**src/rtl/sc_pkg.sv**
```systemverilog
// Shared definitions for the stochastic-computing datapath: FSM state type,
// default sizing constants and a ceiling-log2 helper.
package sc_pkg;

  localparam int unsigned DEF_WIDTH     = 8;
  localparam int unsigned DEF_DIMENSION = 4;

  typedef enum logic {
    IDLE  = 1'b0,
    ACCUM = 1'b1
  } state_t;

  function automatic int unsigned clogb2(input int unsigned value);
    int unsigned r;
    r = 0;
    for (int unsigned i = 0; i < 32; i++) begin
      if ((32'd1 << i) < value) r = i + 1;
    end
    return r;
  endfunction

endpackage

```
**src/rtl/sc_ones_counter.sv**
```systemverilog
// Windowed ones counter: counts valid samples and ones over 2^WIDTH samples,
// flagging the completing sample and presenting the window total combinationally.
module sc_ones_counter #(
  parameter int unsigned WIDTH = 8
) (
  input  logic           clk,
  input  logic           rst,
  input  logic           clear,
  input  logic           sample,
  input  logic           bit_in,
  output logic           done,
  output logic [WIDTH:0] total
);

  logic [WIDTH-1:0] sample_cnt;
  logic [WIDTH:0]   acc;

  // A sample arriving with clear is discarded, so it can never complete a window.
  assign done  = sample && !clear && (sample_cnt == '1);
  assign total = acc + (WIDTH+1)'(bit_in);

  always_ff @(posedge clk or negedge rst) begin
    if (!rst) begin
      sample_cnt <= '0;
      acc        <= '0;
    end else if (clear || done) begin
      sample_cnt <= '0;
      acc        <= '0;
    end else if (sample) begin
      sample_cnt <= sample_cnt + 1'b1;
      acc        <= acc + (WIDTH+1)'(bit_in);
    end
  end

endmodule

```
**src/rtl/sc_window_accumulator.sv**
```systemverilog
// Counts ones over back-to-back windows of 2^WIDTH valid samples and presents
// each count (and its DIMENSION-rescaled value) through a valid/ready register.
module sc_window_accumulator
  import sc_pkg::*;
#(
  parameter int unsigned WIDTH     = DEF_WIDTH,
  parameter int unsigned DIMENSION = DEF_DIMENSION,
  parameter int unsigned LOG_DIM   = clogb2(DIMENSION)
) (
  input  logic                   clk,
  input  logic                   rst,
  input  logic                   in,
  input  logic                   in_valid,
  input  logic                   restart,
  input  logic                   out_ready,
  output logic                   out_valid,
  output logic [WIDTH:0]         count,
  output logic [WIDTH+LOG_DIM:0] scaled,
  output logic                   overrun
);

  state_t         state;
  logic           done;
  logic [WIDTH:0] total;
  logic           load;

  sc_ones_counter #(
    .WIDTH (WIDTH)
  ) u_counter (
    .clk    (clk),
    .rst    (rst),
    .clear  (restart),
    .sample (in_valid),
    .bit_in (in),
    .done   (done),
    .total  (total)
  );

  // A pending result is replaced only if it is being accepted this same cycle.
  assign load = done && (!out_valid || out_ready);

  always_ff @(posedge clk or negedge rst) begin
    if (!rst) begin
      state     <= IDLE;
      out_valid <= 1'b0;
      count     <= '0;
      scaled    <= '0;
      overrun   <= 1'b0;
    end else begin
      case (state)
        IDLE:    if (in_valid && !restart) state <= ACCUM;
        ACCUM:   if (restart) state <= IDLE;
        default: state <= IDLE;
      endcase

      overrun <= done && out_valid && !out_ready;

      if (load) begin
        out_valid <= 1'b1;
        count     <= total;
        scaled    <= (WIDTH+LOG_DIM+1)'(total) << LOG_DIM;
      end else if (out_valid && out_ready) begin
        out_valid <= 1'b0;
      end
    end
  end

endmodule

```
**config.mk**
```make
export PLATFORM = sky130hd
export DESIGN_NAME = sc_window_accumulator
export DESIGN_NICKNAME = d
export VERILOG_FILES = /design/src/rtl/sc_pkg.sv /design/src/rtl/sc_ones_counter.sv /design/src/rtl/sc_window_accumulator.sv
export SDC_FILE = /design/constraint.sdc
export NUM_CORES = 1
export LEC_CHECK = 0
export CORE_MARGIN = 10
export CORE_UTILIZATION = 48
export DETAILED_ROUTE_END_ITERATION = 10
export GPL_TIMING_DRIVEN = 0
export HOLD_SLACK_MARGIN = 0.05
export PLACE_DENSITY_LB_ADDON = 0.25
export SYNTH_ARGS = -nofsm -noshare
export SYNTH_HDL_FRONTEND = slang
export SYNTH_SLANG_ARGS = --single-unit
```
**constraint.sdc**
```tcl
create_clock -name clk -period 4.3 [get_ports clk]
set_input_delay 0.86 -clock clk [delete_from_list [all_inputs] [get_ports clk]]
set_output_delay 0.86 -clock clk [all_outputs]
set_load 0.03 [all_outputs]
```
==> impl_metrics.env <==
export IMPL_path_cells="clkdlybuf4s50_1, ha_1, ha_1, nand3_1, or2_2, xnor2_1, mux2_4"
export IMPL_rsz0062_at_grt="false"
export IMPL_path_clk_slew_ps=150
export IMPL_clock_sinks=28
export IMPL_routed_wl_met2_mm=1.41
export IMPL_crit_top_cell="ha_1"
export IMPL_regArea_um2=701
export IMPL_die_area_mm2=0.00574
export IMPL_p_per_area_mw_per_mm2=229
export IMPL_drc=0
export IMPL_die_h_um=75.8
export IMPL_stdcell_count=192
export IMPL_hold_ws_ps=508
export IMPL_status="finished clean"
export IMPL_dp_cells=189
export IMPL_via_per_inst=5.39
export IMPL_dr_pass1_iters=4
export IMPL_start_util=0.497
export IMPL_postCtsSetupRepairBufs=0
export IMPL_ant_nets=0
export IMPL_wl_met1_mm=1.18
export IMPL_end_kind="register"
export IMPL_grt_use_total=0.106
export IMPL_cts_buffers=3
export IMPL_final_hold_viol_count=0
export IMPL_via_count=1034
export IMPL_critPathKind="in -> reg"
export IMPL_wirelength_mm=2.79
export IMPL_min_path_type="reg -> reg"
export IMPL_antenna_found_initial=0
export IMPL_finalSetupTns_ps=0
export IMPL_cp_start_kind="primary input"
export IMPL_top_layer_used="met4"
export IMPL_netlist_area_mm2=0.00149
export IMPL_gp_congestion=0.733
export IMPL_synth_cell_types=35
export IMPL_slowest_stage="clkdlybuf4s50_1"
export IMPL_post_dp_cell_area_mm2=0.00177
export IMPL_tightest_slew_ps=657
export IMPL_fill_cells=283
export IMPL_port_buffers=23
export IMPL_cap_violations=0
export IMPL_core_area_mm2=0.00300
export IMPL_grt_pass1_wl_mm=4.70
export IMPL_grt_max_degree=29
export IMPL_setup_slack_ps=1840
export IMPL_dpl_hpwl_mm=2.11
export IMPL_ys_seq_elements=28
export IMPL_yosysWarnings=0
export IMPL_wl_per_cell_um=14.5
export IMPL_nets=170
export IMPL_drv_slew=0
export IMPL_critPathArrivalTime_ps=2690
export IMPL_ios=28
export IMPL_critical_path_max_fanout=7
export IMPL_finalClockSkew_ps=3.51
export IMPL_drtIter0Drc=61
export IMPL_ctsHoldBuffers=0
export IMPL_htreeDepth=1
export IMPL_cts_tree="yes"
export IMPL_slowest_delay_ps=460
export IMPL_clock_path_buffers=2
export IMPL_setup_violations_final=0
export IMPL_fp_row_count=20
export IMPL_drive_gt1_frac=0.233
export IMPL_wl_met3_um=173
export IMPL_min_period_ps=2460
export IMPL_netlist_instances=132
export IMPL_syn_avg_cell_area_um2=11.3
export IMPL_clk_latency_ps=320
export IMPL_finalCritPeriodShare=0.573
export IMPL_area_delta_synth_final_pct=19.6
export IMPL_leakagePower_uw=0.000825
export IMPL_maxSlewHeadroom=0.562
export IMPL_grt_pass1_vias=1004
export IMPL_clockRootBuffer="clkbuf_4"
export IMPL_die_width_um=75.8
export IMPL_vdd_drop_max_mv=0.155
export IMPL_multiInputGateArea_um2=688
export IMPL_grt_remaining_overflow=0
export IMPL_antennaDiodeCount=0
export IMPL_place_ws_ps=1490
export IMPL_yosysSeqAreaShare=0.469
export IMPL_required_ps=4530
export IMPL_cts_repair_resized=0
export IMPL_fmax_mhz=406
export IMPL_final_area_mm2=0.00179
==> final cells by class <==
| type | instances | share of cell area |
|---|---|---|
| tap | 33 | 0.0231 |
| sequential | 28 | 0.392 |
| inverter | 1 | 0.00210 |
| clock buffer | 3 | 0.0126 |
| timing repair buffer | 23 | 0.126 |
| multi-input combinational | 90 | 0.385 |
| buffer | 14 | 0.0582 |
==> routing by layer <==
| metal | vias up | global-route usage |
|---|---|---|
| li1 | 509 | - |
| met1 | 500 | 0.127 |
| met2 | 23 | 0.177 |
| met3 | 2 | 0.0286 |
| met4 | 0 | 0.0392 |
| met5 | - | 0 |
==> cells in the final DEF, fill, tap and decap left out, types with 3 or more instances in the layout <==
cell,netlist,layout
a22o_1,3,3
ha_1,3,3
o21ai_0,4,4
xor2_1,8,8
mux2_4,9,9
clkbuf_4,0,3
buf_4,11,11
nor2_1,8,8
clkdlybuf4s50_1,0,22
xnor2_1,5,5
a21oi_1,6,6
nand2b_1,3,3
nand4_1,3,3
or3_1,5,5
nand2_1,7,7
dfrtp_1,28,28
==> metrics by stage <==
step | util | power (uW)
after floorplan | - | 294
after global placement | 0.589 | 307
after detailed placement | 0.589 | 307
after CTS | 0.596 | 414
after global routing | 0.595 | 427
final | 0.595 | 409
==> cells by family (layout without fill, tap and decap cells) <==
family / count (synthesis) / count (layout) / share of synthesized area
simple gates: 40 / 40 / 0.160
flops: 28 / 28 / 0.469
compound gates: 22 / 22 / 0.0964
buf+inv: 15 / 41 / 0.0721
xor+xnor: 13 / 13 / 0.0763
mux: 10 / 10 / 0.0981
fa+ha+maj: 3 / 3 / 0.0251
other cells: 1 / 2 / 0.00251
==> worst paths after layout <==
kind,depth (start not counted),from,to,slack [ps]
min in group asynchronous,1,rst,count[2],530
max in group asynchronous,1,rst,u_counter.acc[0],3370
hold reg to reg,1,u_counter.acc[8],u_counter.acc[8],510
hold / removal,1,u_counter.acc[8],u_counter.acc[8],510
setup / recovery,7,in,count[6],1840
setup reg to reg,5,u_counter.sample_cnt[0],u_counter.acc[8],2430
==> synth_stat cells <==
cell,n,area (um^2)
nand2b_1,3,18.8
o32ai_1,2,17.5
xnor2_1,5,43.8
nor3b_2,1,12.5
nand2_4,1,11.3
mux2_4,9,135
or3_1,5,31.3
nand4_1,3,18.8
nor2_1,8,30.0
and4_1,2,17.5
a31o_2,1,8.76
o2111ai_1,1,8.76
and3_2,2,15.0
buf_4,11,82.6
conb_1,1,3.75
a22o_1,3,26.3
dfrtp_1,28,701
o21ai_0,4,20.0
nand2_1,7,26.3
a21boi_0,2,15.0
ha_1,3,37.5
o21ai_1,1,5.00
buf_6,1,11.3
and4_4,1,11.3
a31oi_1,2,12.5
buf_2,1,5.00
xor2_1,8,70.1
nor3_1,2,10.0
inv_1,1,3.75
nand3_1,2,10.0
or2_2,2,12.5
a21oi_1,6,30.0
nand2b_4,1,13.8
clkbuf_2,1,5.00
mux2_2,1,11.3
==> power by group <==
group / switching (uW) / total [uW] / internal (uW)
Clock: 74.7 / 108 / 32.8
Combinational: 20.0 / 32.6 / 12.6
Sequential: 2.61 / 269 / 266
Total: 97.4 / 409 / 312
==> critical path: cells and delay by family <==
kind	cells	cell delay (ps)
AND/OR/NAND/NOR	2	580
XOR/XNOR	1	130
adder cells (fa/ha/maj)	2	410
buffers and inverters	1	460
multiplexers	1	250
==> sequential cells by signal (all words and copies together), names as in the netlist <==
register	cells
count	9
u_counter.sample_cnt	8
u_counter.acc	9
out_valid	1
overrun	1
No activity file was read; power rests on OpenSTA's default activity.
